File: config.mk
export PLATFORM = sky130hd
export DESIGN_NAME = prog_load_ctrl
export DESIGN_NICKNAME = d
export VERILOG_FILES = /design/src/rtl/cpu_pkg.sv /design/src/rtl/byte_packer.sv /design/src/rtl/prog_load_ctrl.sv
export SDC_FILE = /design/constraint.sdc
export NUM_CORES = 1
export LEC_CHECK = 0
export CAP_MARGIN = 20
export CORE_MARGIN = 2
export CORE_UTILIZATION = 53
export CTS_BUF_LIST = sky130_fd_sc_hd__clkbuf_8
export DETAILED_ROUTE_END_ITERATION = 10
export PLACE_DENSITY = 0.83
export SETUP_SLACK_MARGIN = 0.4
export SYNTH_ARGS = -nofsm -noshare
export SYNTH_HDL_FRONTEND = slang
export SYNTH_SLANG_ARGS = --single-unit
File: constraint.sdc
create_clock -name clk_i -period 2.3 [get_ports clk_i]
set_input_delay 0.23 -clock clk_i [delete_from_list [all_inputs] [get_ports clk_i]]
set_output_delay 0.23 -clock clk_i [all_outputs]
set_load 0.02 [all_outputs]
File: src/rtl/cpu_pkg.sv
// Shared definitions for the program-load sequencer: controller states,
// default stream framing symbols and the default symbol width.
package cpu_pkg;

    localparam int         BYTE_W_DEF    = 8;
    localparam logic [7:0] START_TOK_DEF = 8'hFE;
    localparam logic [7:0] END_TOK_DEF   = 8'hFF;

    typedef enum logic [2:0] {
        ST_IDLE = 3'd0,
        ST_LOAD = 3'd1,
        ST_RUN  = 3'd2,
        ST_READ = 3'd3,
        ST_DONE = 3'd4
    } state_t;

    // 11-bit increment that sticks at all-ones instead of wrapping.
    function automatic logic [10:0] sat_inc11(input logic [10:0] v);
        return (v == 11'h7FF) ? v : v + 11'd1;
    endfunction

endpackage

File: src/rtl/byte_packer.sv
// Packs stream symbols into memory words, first symbol in the low slot.
// A completed word (or a flushed, zero-padded partial word) is presented
// on word with a one-cycle word_valid pulse the cycle after it completes.
module byte_packer #(
    parameter int  BYTE_W     = 8,
    parameter int  WORD_BYTES = 4,
    localparam int CW         = (WORD_BYTES > 1) ? $clog2(WORD_BYTES) : 1
) (
    input  logic                         clk,
    input  logic                         reset,
    input  logic                         push,
    input  logic [BYTE_W-1:0]            data,
    input  logic                         flush,
    input  logic                         clear,
    output logic [BYTE_W*WORD_BYTES-1:0] word,
    output logic                         word_valid
);

    logic [WORD_BYTES-1:0][BYTE_W-1:0] acc_reg;
    logic [WORD_BYTES-1:0][BYTE_W-1:0] acc_next;
    logic [CW-1:0]                     cnt_reg;
    logic [BYTE_W*WORD_BYTES-1:0]      word_reg;
    logic                              word_valid_reg;
    logic                              emit;

    // Each slot takes the incoming symbol only when the fill count points at it.
    genvar gi;
    generate
        for (gi = 0; gi < WORD_BYTES; gi++) begin : g_slot
            assign acc_next[gi] = (push && cnt_reg == CW'(gi)) ? data : acc_reg[gi];
        end
    endgenerate

    // A word leaves when its last slot fills, or on flush if anything is pending.
    assign emit = (push && cnt_reg == CW'(WORD_BYTES - 1)) || (flush && cnt_reg != '0);

    // Accumulator, fill count and registered output word.
    always_ff @(posedge clk) begin
        if (!reset) begin
            acc_reg        <= '0;
            cnt_reg        <= '0;
            word_reg       <= '0;
            word_valid_reg <= 1'b0;
        end else begin
            word_valid_reg <= emit;
            if (emit) begin
                word_reg <= acc_next;
            end
            if (clear || emit) begin
                acc_reg <= '0;
                cnt_reg <= '0;
            end else if (push) begin
                acc_reg <= acc_next;
                cnt_reg <= cnt_reg + CW'(1);
            end
        end
    end

    assign word       = word_reg;
    assign word_valid = word_valid_reg;

endmodule

File: src/rtl/prog_load_ctrl.sv
// Load / run / readback sequencer in front of the CPU core. Loads a framed
// byte stream into IMEM, runs the CPU for a bounded time, then walks the
// requested vector-register lanes and counts mismatches against a ROM.
module prog_load_ctrl
    import cpu_pkg::*;
#(
    parameter int              BYTE_W     = BYTE_W_DEF,
    parameter int              WORD_BYTES = 4,
    parameter int              IMEM_DEPTH = 64,
    parameter int              LANES      = 4,
    parameter int              RUN_CYCLES = 224,
    parameter logic [BYTE_W-1:0] START_TOK = BYTE_W'(START_TOK_DEF),
    parameter logic [BYTE_W-1:0] END_TOK   = BYTE_W'(END_TOK_DEF),
    localparam int             AW = (IMEM_DEPTH > 1) ? $clog2(IMEM_DEPTH) : 1,
    localparam int             LW = (LANES > 1) ? $clog2(LANES) : 1
) (
    input  logic                         clk_i,
    input  logic                         reset,
    input  logic                         byte_valid_i,
    input  logic [BYTE_W-1:0]            byte_i,
    input  logic [4:0]                   rb_first_i,
    input  logic [4:0]                   rb_count_i,
    input  logic                         cpu_halt_i,
    input  logic [BYTE_W-1:0]            rd_value_i,
    input  logic [BYTE_W-1:0]            exp_i,
    output logic                         imem_we_o,
    output logic [AW-1:0]                imem_addr_o,
    output logic [BYTE_W*WORD_BYTES-1:0] imem_wdata_o,
    output logic                         cpu_run_o,
    output logic [4:0]                   rd_reg_o,
    output logic [LW-1:0]                rd_lane_o,
    output logic [10:0]                  exp_idx_o,
    output logic [10:0]                  err_cnt_o,
    output logic                         overflow_o,
    output logic                         done_o
);

    localparam int RCW = $clog2(RUN_CYCLES + 1);

    state_t                       state_reg, state_next;
    logic                         is_start, is_end, in_load;
    logic                         pack_push, pack_flush, pack_clear;
    logic [BYTE_W*WORD_BYTES-1:0] pack_word;
    logic                         pack_valid;
    logic [AW-1:0]                addr_reg;
    logic                         full_reg, overflow_reg, ending_reg;
    logic [RCW-1:0]               run_cnt_reg;
    logic                         run_exit;
    logic [4:0]                   reg_idx_reg, regs_left_reg;
    logic [LW-1:0]                lane_reg;
    logic                         issue_done_reg, issuing, last_issue;
    logic                         cmp_valid_reg, cmp_last_reg;
    logic [10:0]                  exp_idx_reg, err_cnt_reg;

    assign is_start = byte_valid_i && (byte_i == START_TOK);
    assign is_end   = byte_valid_i && (byte_i == END_TOK);
    // ending_reg marks the one cycle where the padded tail word is written;
    // the stream is ignored during it.
    assign in_load    = (state_reg == ST_LOAD) && !ending_reg;
    assign pack_push  = in_load && byte_valid_i && !is_start && !is_end;
    assign pack_flush = in_load && is_end;
    assign pack_clear = ((state_reg == ST_IDLE) || in_load) && is_start;

    // Halt and timer expiry on the same cycle are naturally one exit.
    assign run_exit   = (state_reg == ST_RUN) &&
                        (cpu_halt_i || run_cnt_reg == RCW'(RUN_CYCLES - 1));
    assign issuing    = (state_reg == ST_READ) && !issue_done_reg;
    assign last_issue = issuing && lane_reg == '0 && regs_left_reg == 5'd1;

    byte_packer #(
        .BYTE_W    (BYTE_W),
        .WORD_BYTES(WORD_BYTES)
    ) u_packer (
        .clk       (clk_i),
        .reset     (reset),
        .push      (pack_push),
        .data      (byte_i),
        .flush     (pack_flush),
        .clear     (pack_clear),
        .word      (pack_word),
        .word_valid(pack_valid)
    );

    // Next-state selection for the sequencer.
    always_comb begin
        state_next = state_reg;
        case (state_reg)
            ST_IDLE: if (is_start) state_next = ST_LOAD;
            ST_LOAD: if (ending_reg) state_next = ST_RUN;
            ST_RUN:  if (run_exit) state_next = (rb_count_i == 5'd0) ? ST_DONE : ST_READ;
            ST_READ: if (cmp_valid_reg && cmp_last_reg) state_next = ST_DONE;
            ST_DONE: state_next = ST_DONE;
            default: state_next = ST_IDLE;
        endcase
    end

    // State register, tail-write marker and run timer.
    always_ff @(posedge clk_i) begin
        if (!reset) begin
            state_reg   <= ST_IDLE;
            ending_reg  <= 1'b0;
            run_cnt_reg <= '0;
        end else begin
            state_reg   <= state_next;
            ending_reg  <= pack_flush;
            run_cnt_reg <= (state_reg == ST_RUN) ? run_cnt_reg + RCW'(1) : '0;
        end
    end

    // IMEM address: advances after each write, parks on the last word, and
    // flags any word that arrives once the memory is full.
    always_ff @(posedge clk_i) begin
        if (!reset) begin
            addr_reg     <= '0;
            full_reg     <= 1'b0;
            overflow_reg <= 1'b0;
        end else begin
            if (pack_valid && full_reg) begin
                overflow_reg <= 1'b1;
            end
            if (pack_clear) begin
                addr_reg <= '0;
                full_reg <= 1'b0;
            end else if (pack_valid && !full_reg) begin
                if (addr_reg == AW'(IMEM_DEPTH - 1)) begin
                    full_reg <= 1'b1;
                end else begin
                    addr_reg <= addr_reg + AW'(1);
                end
            end
        end
    end

    // Readback: issue (reg, lane) pairs, then compare one cycle later when
    // the CPU's lane value arrives. The last pair is held while it compares.
    always_ff @(posedge clk_i) begin
        if (!reset) begin
            reg_idx_reg    <= '0;
            lane_reg       <= '0;
            regs_left_reg  <= '0;
            issue_done_reg <= 1'b0;
            cmp_valid_reg  <= 1'b0;
            cmp_last_reg   <= 1'b0;
            exp_idx_reg    <= '0;
            err_cnt_reg    <= '0;
        end else begin
            cmp_valid_reg <= issuing;
            cmp_last_reg  <= last_issue;
            if (run_exit && rb_count_i != 5'd0) begin
                reg_idx_reg    <= rb_first_i;
                lane_reg       <= LW'(LANES - 1);
                regs_left_reg  <= rb_count_i;
                issue_done_reg <= 1'b0;
            end else if (issuing) begin
                if (lane_reg != '0) begin
                    lane_reg <= lane_reg - LW'(1);
                end else if (regs_left_reg == 5'd1) begin
                    issue_done_reg <= 1'b1;
                end else begin
                    reg_idx_reg   <= reg_idx_reg + 5'd1;
                    lane_reg      <= LW'(LANES - 1);
                    regs_left_reg <= regs_left_reg - 5'd1;
                end
            end
            if (cmp_valid_reg) begin
                exp_idx_reg <= exp_idx_reg + 11'd1;
                if (rd_value_i != exp_i) begin
                    err_cnt_reg <= sat_inc11(err_cnt_reg);
                end
            end
        end
    end

    assign imem_we_o    = pack_valid && !full_reg;
    assign imem_addr_o  = addr_reg;
    assign imem_wdata_o = pack_word;
    assign cpu_run_o    = (state_reg == ST_RUN);
    assign rd_reg_o     = reg_idx_reg;
    assign rd_lane_o    = lane_reg;
    assign exp_idx_o    = exp_idx_reg;
    assign err_cnt_o    = err_cnt_reg;
    assign overflow_o   = overflow_reg;
    assign done_o       = (state_reg == ST_DONE);

endmodule
==> results list, run 1 <==
* Commonest cells after routing, fill and taps aside: dfxtp_1 (122), clkdlybuf4s50_1 (104), nor2_1 (70)
* Number of flops mapped to enable cells by yosys: 0
- For this run, the total global-route usage over all layers was measured as 24.21%.
- The routed layout has 4502 vias.
- Total power consumption of the routed design: 4.330 mW
- Die area: 10540 um2
- Total half-perimeter wirelength after legalization and detailed placement: 8.788 mm
* Power per unit of standard cell area: 602.6 nW/um2
* Clock-pin slew reported for the worst setup and hold paths after clock tree synthesis: 0.07 ns
* Netlist Area Pre-Place: 5161 um2
* Cells after synthesis: 552
- The area growth from synthesis to layout is 39.20%.
* Mapped Nets: 602
* Clock buffer count from CTS: 17
- After global routing the overflow that remains totals 0.
- Avg WL per Cell: 15.84 um
- Post-synthesis async set-or-reset flop share: 0%
* Rel. slew slack: 61.20%
* Antenna fix cells: 0
* Worst Max-Slew Pin Slew: 0.5739 ns
* Hold Buf Count CTS: 0
- The worst hold path begins at reset.
- Setup violations remaining at the end of the flow were counted as 0.
* Total count of hold-check failures in the final report: 0
- Max Transition Viols Final: 0
- Worst R2R Path Depth: 7
- The min-delay analysis places its worst path in the category in -> reg.
- The tree built by TritonCTS fans out to 124 sinks.
* Die Ht: 102.7 um
- Leakage Power: 2.902 nW
- Main synth FF type: dfxtp_1
- Setup repair after global routing could not meet its margin everywhere.
- After synthesis the netlist holds a flip-flop and latch count of 124.
- Upper clock frequency limit: 474.8 MHz
- Crit Reg-Reg Endpoint: u_packer.word[15]
- Clock skew: 0.01736 ns
* Count of H-tree levels built during CTS: 4
- Worst EP required: 2.61 ns
- WL final: 13.28 mm
* CTS tree: yes
* Die X-Extent: 102.7 um
* Shortest clock period the worst path allows after layout: 2.106 ns
* Number of antenna violations at the first check in global routing: 0
- The worst setup path is launched from a flip-flop.
* Worst reg-to-reg setup slack: 0.19 ns
- Global-route wire length before repair: 19.99 mm
- Counting along the longest clock path gives a buffer depth of 2.
- First-pass iteration count of the detailed router: 5
* CP startpoint: state_reg[2]
- For the worst setup path, the data arrival time is 2.41 ns.
- Pin count of the biggest net entering global routing: 47
* Maxcap violations: 0
- Number of stages on the worst hold path: 3
- IO buf count: 108
* Iter 0 DRT Violations: 189
- For this run, the number of Yosys warnings is 0.
- Maximum fanout count along the critical path: 12
- Core area: 9594 um2
- Post-route ant nets: 0
- For the worst-skew pair, the clock arrives at the later sink with an insertion delay of 0.43 ns.
- Endpoint kind of the worst setup timing path: flip-flop
* Routability congestion estimate from global placement: 0.8874
* Detail-routed via count per cell: 5.372
- In the final design database the tool counted 743 nets.
- Remaining routing DRC violations: 0
- Final Cycle Share: 91.58%
* Total number of placement rows: 36
- Commonest non-fill, non-tap cell in the layout: dfxtp_1
* Initial standard-cell utilization of the core: 53.79%
* Clock root buffer: clkbuf_8
- Ratio of cells with drive above 1 in the final layout: 13.05%
- The critical path ends at u_packer.word[15].
- At the end of the flow the core is filled with cells to 74.88%.
- By startpoint and endpoint, the worst setup path is classified as reg -> reg.
- For this design the top-level I/O count stands at 109.
- The worst register-to-register path begins at state_reg[2].
- After synthesis, the netlist uses 56 different library cells.
* Via count of the first global-routing pass: 4379
- VDD sags by at most 0.4021 mV.
- The flow ran to the end, and the final reports show no timing, DRC or antenna violations.
* Sequential area share after synthesis: 48.10%
- In this run the mean area of a mapped cell was 9.350 um2.
[worst max-delay path, cell delays in order, from the launching register on]
cell       delay (ns)
dfxtp_2          0.36
nor4b_4          0.33
or4b_4           0.55
o22ai_4          0.24
buf_12           0.16
buf_4            0.12
clkbuf_16        0.15
a21oi_1          0.07
[per-stage QoR]
stage | TNS, ns | area [um2] | hold WS (ns) | cells | worst slack, ns
final | 0 | 7184 | 0.1052 | 838 | 0.1937
after global routing | 0 | 7184 | 0.1235 | 838 | 0.1340
after CTS | 0 | 7018 | 0.1157 | 829 | 0.2497
after detailed placement | -0.01481 | 6570 | 0.4459 | 797 | -0.01131
after global placement | 0 | 6570 | 0.4426 | 797 | 0.1053
after floorplan | 0 | 5170 | 0.3766 | 552 | 0.4429
[cell type report]
type                    count  area, um2
well taps                 133      166.4
clock buffers              18      247.7
multi-input cells         385       2550
repair buffers            150       1513
inverters                  15      56.30
clock inverters            13      166.4
flip-flops and latches    124       2485
fillers                   652       2410
[logic make-up (layout without fill, tap and decap cells)]
group / Yosys count / after routing / share of synthesized area [%]
simple gates: 199 / 199 / 19.78
flops: 124 / 124 / 48.10
compound gates: 110 / 110 / 13.75
buf+inv: 43 / 196 / 3.806
mux: 33 / 33 / 6.400
xor+xnor: 31 / 31 / 5.261
fa+ha+maj: 12 / 12 / 2.909
[cell usage after synthesis, types with 2 or more instances]
library cell / instances / area (um2)
buf_4: 6 / 45.04
a21boi_1: 2 / 15.01
buf_2: 4 / 20.02
nor3_1: 4 / 20.02
dfxtp_1: 124 / 2482
or4_1: 3 / 22.52
xor2_1: 13 / 113.9
a311oi_1: 2 / 17.52
or2_1: 2 / 12.51
or3_1: 4 / 25.02
o41ai_1: 2 / 17.52
o211a_1: 2 / 20.02
and3_1: 6 / 37.54
ha_1: 12 / 150.1
xnor2_1: 18 / 157.7
nor4b_1: 4 / 35.03
a41o_1: 2 / 20.02
nand3_1: 15 / 75.07
and2_1: 21 / 131.4
mux2i_1: 33 / 330.3
clkbuf_1: 17 / 63.81
o221ai_1: 8 / 70.07
nor2_1: 72 / 270.3
o21ai_0: 21 / 105.1
nand2b_1: 6 / 37.54
nand2_1: 30 / 112.6
nor2b_1: 6 / 37.54
inv_1: 15 / 56.30
a21oi_1: 34 / 170.2
o221a_2: 2 / 22.52
nand4_1: 13 / 81.33
o21ai_1: 10 / 50.05
a21boi_0: 4 / 30.03
o21a_1: 7 / 52.55
a31oi_1: 4 / 25.02
nor4_1: 4 / 25.02
[worst min path at each step]
stage | endpoint | slack [ns]
floorplan | regs_left_reg[1] | 0.38
global placement | u_packer.acc_reg[30] | 0.44
detailed placement | u_packer.acc_reg[31] | 0.45
CTS | u_packer.word[24] | 0.12
global route | ending_reg | 0.12
finish | ending_reg | 0.11
[power breakdown]
group          internal (mW)  switching (mW)  total (mW)
Clock                   1.10           0.900        2.00
Sequential              2.15       0.0000838        2.15
Combinational          0.102          0.0822       0.184
Total                   3.35           0.982        4.33
[metal layers]
layer	track usage, %	wire length [um]
met2	42.48	6742
met1	28.83	5578
met3	4.949	797
met4	10.15	159
met5	0	0
[timing repair]
action,in CTS,in global routing
cloned,0,3
buffers inserted,1,6
hold endpoints to repair,0,0
setup endpoints to repair,75,78
resized for setup,10,16
pin swaps,2,5
(Power assumes the default switching activity.)
==> run 2: changes to the inputs <==
==> constraint.sdc (replaced) <==
create_clock -name clk_i -period 2.31 [get_ports clk_i]
set_input_delay 0.231 -clock clk_i [delete_from_list [all_inputs] [get_ports clk_i]]
set_output_delay 0.231 -clock clk_i [all_outputs]
set_load 0.02 [all_outputs]
==> run 2 against run 1 <==
Against the previous run:
- global-route usage up 4.4 points
- largest power group unchanged
- highest routed layer unchanged
- critical path type unchanged
- register-to-register slack got worse by 0.05 ns
- non-clock buffer count rose by 18
==> results list, run 2 (synthesis results as in run 1) <==
* Result of the run: complete, no violations
* Worst R2R Path Depth: 7 (unchanged)
- Power per unit of standard cell area: 552.1 nW/um2 (-8.4%)
- Worst reg-to-reg setup slack: 0.14 ns (-0.05 ns)
* Number of antenna violations at the first check in global routing: 0 (unchanged)
- Fraction of power spent switching nets: 25.26% (+2.6 points)
* Startpoint of the worst hold path: reset
* # IOs: 109 (unchanged)
- The setup TNS was 0 ns (unchanged).
* Setup violations, final: 0 (unchanged)
* Worst Setup Path Type: reg -> reg
- Post-route ant nets: 0 (unchanged)
* First-pass iteration count of the detailed router: 4 (-1)
* Avg WL per Cell: 18.95 um (+20%)
- The signal on the critical path passes through nor4b_4 -> or4b_4 -> buf_4 -> buf_6 -> or2_4 -> o221ai_2 -> nor2_2.
- The overall die area is 10540 um2 (unchanged).
- Commonest non-fill, non-tap cell in the layout: dfxtp_1
- The antenna cell count is 0 (unchanged).
- Clock-pin slew reported for the worst setup and hold paths after clock tree synthesis: 0.08 ns (about the same)
* Total power consumption of the routed design: 4.372 mW (+0.97%)
- The relative contribution of combinational cells to total power was 5.4% (+1.2 points).
- The final critical path time including I/O delays and setup is 2.171 ns (+0.06458 ns).
- The relative contribution of the clock network to total power is 45.8% (-0.4 points).
- Global-route wire length before repair: 23.11 mm (+16%)
* Pin count of the biggest net entering global routing: 47 (unchanged)
- Clock buffer count from CTS: 17 (unchanged)
- The depth of the CTS H-tree is 4 (unchanged).
- The routability-driven placement congestion ratio was 0.8873 (about the same).
- Maximum fanout count along the critical path: 8 (-4)
- TritonCTS built the clock tree.
* WL final: 16.26 mm (+22%)
- Number of nets in the layout: 762 (+2.6%)
* Total half-perimeter wirelength after legalization and detailed placement: 8.668 mm (-1.4%)
- The number of max-slew violations in the final report was 0 (unchanged).
- Iter 0 DRT Violations: 163 (-14%)
- The overall overflow remaining after global route was 0 (unchanged).
* Total number of placement rows: 36 (unchanged)
* Last element of the critical path: u_packer.word[31]
- Area growth from synthesis to layout: 53.41%
* All-Layer GR Usage: 28.60% (+4.4 points)
- RSZ-0062 raised after global routing: true
- Total via count after detailed routing: 4826 (+7.2%)
- The die width came to 102.7 um (unchanged).
* Beginning of the worst register-to-register path: state_reg[2]
- CP startpoint: state_reg[2]
- Detail-routed via count per cell: 5.625 (+4.7%)
- The data arrival time of the critical path was 2.50 ns (+0.09 ns).
- Share of total power in sequential cells: 48.8% (-0.8 points)
- The number of hold violations in the final report is 0 (unchanged).
- The peak supply drop was 0.6000 mV (+49%).
- Element type at the critical path start: flip-flop
* Clock net sink count: 124 (unchanged)
- Remaining routing DRC violations: 0 (unchanged)
- Class of the tightest hold or removal check: in -> reg
- Upper clock frequency limit: 460.6 MHz (-3.0%)
- CTS max path bufs: 2 (unchanged)
- The clock latency on the worst-skew pair is 0.46 ns (+0.03 ns).
- Worst EP required: 2.64 ns (+0.03 ns)
* Commonest cells after routing, fill and taps aside: dfxtp_1 (123), clkdlybuf4s50_1 (104), nor2_1 (43)
- Hold Buf Count CTS: 0 (unchanged)
* Final Cycle Share: 93.98% (+2.4 points)
* IO buf count: 108 (unchanged)
- The y dimension of the die was 102.7 um (unchanged).
* Leakage Power: 3.027 nW (+4.3%)
- The endpoint identified for the worst register-to-register timing path is u_packer.word[31].
- Fill cell total of the finished layout: 526 (-19%)
- STA classifies the critical path endpoint as a flip-flop.
- Worst path max stage delay: 0.53 ns (-0.02 ns)
- Clock root buffer: clkbuf_8
* Rel. slew slack: 67.25% (+6.1 points)
- The reported max-cap violation count came to 0 (unchanged).
* Core area: 9594 um2 (unchanged)
- The fraction of final layout cells with drive strength greater than 1 is 25.24% (+12 points).
* Initial standard-cell utilization of the core: 53.79% (unchanged)
* Clock skew: 0.02004 ns (+0.002679 ns)
* Switching pwr: 1.104 mW (+12%)
* Cell-internal power: 3.267 mW (-2.4%)
- Worst Max-Slew Pin Slew: 0.4776 ns (-0.09637 ns)
* Via count of the first global-routing pass: 4754 (+8.6%)
- Max stage delay cell, worst path: or4b_4
==> run 2: worst min-delay path by stage <==
stage | endpoint | cells past startpoint | slack [ns]
floorplan | regs_left_reg[1] | 2 | 0.38
global placement | u_packer.acc_reg[30] | 1 | 0.44
detailed placement | u_packer.acc_reg[30] | 1 | 0.45
CTS | u_packer.word[24] | 3 | 0.1
global route | u_packer.word[24] | 3 | 0.15
finish | u_packer.word[24] | 3 | 0.15
==> run 2: critical path: cells and delay by family (launching register included) <==
family | cells | cell delay (ns)
buffers and inverters | 2 | 0.27
flip-flops | 1 | 0.37
AO/OA/AOI/OAI | 1 | 0.22
AND/OR/NAND/NOR | 4 | 1.21
==> run 2: final cells by class <==
type / count / area (um2) / share of cell area [%]
multi-input combinational: 386 / 2958 / 37.36
timing repair buffer: 168 / 1846 / 23.31
tap: 133 / 166.4 / 2.102
sequential: 124 / 2486 / 31.40
clock inverter: 14 / 157.7 / 1.991
inverter: 15 / 56.30 / 0.7111
clock buffer: 18 / 247.7 / 3.129
==> run 2: timing repair <==
action | in CTS | in global routing
cloned | 7 | 2
buffers inserted | 15 | 5
pin swaps | 40 | 24
resized for setup | 95 | 60
setup endpoints to repair | 75 | 78
==> run 2: through the flow <==
| step | setup slack, ns | instances | hold slack [ns] | util, % | instance area (um2) |
|---|---|---|---|---|---|
| detailed placement | 0.01549 | 797 | 0.4477 | 68.35 | 6558 |
| CTS | 0.2441 | 851 | 0.09662 | 78.95 | 7575 |
| floorplan | 0.4529 | 552 | 0.3776 | - | 5170 |
| finish | 0.1391 | 858 | 0.1490 | 82.52 | 7918 |
| global route | 0.1136 | 858 | 0.1545 | 82.52 | 7918 |
| global placement | 0.1134 | 797 | 0.4426 | 68.35 | 6558 |
==> run 2: power by group through the flow <==
stage               logic, mW  clock network [mW]  registers, mW
floorplan              0.0639                   0           2.19
global placement        0.172                   0           2.19
detailed placement      0.177                   0           2.19
CTS                     0.208                1.97           2.13
global route            0.246                2.09           2.13
finish                  0.236                2.00           2.13
==> run 2: metal layers <==
metal	share of wire [%]	wire, um	global-route usage (%)
met4	3.8	620	14.05
met1	40	6453	31.55
met3	5.0	807	8.000
met5	0	0	0
met2	52	8376	50.53
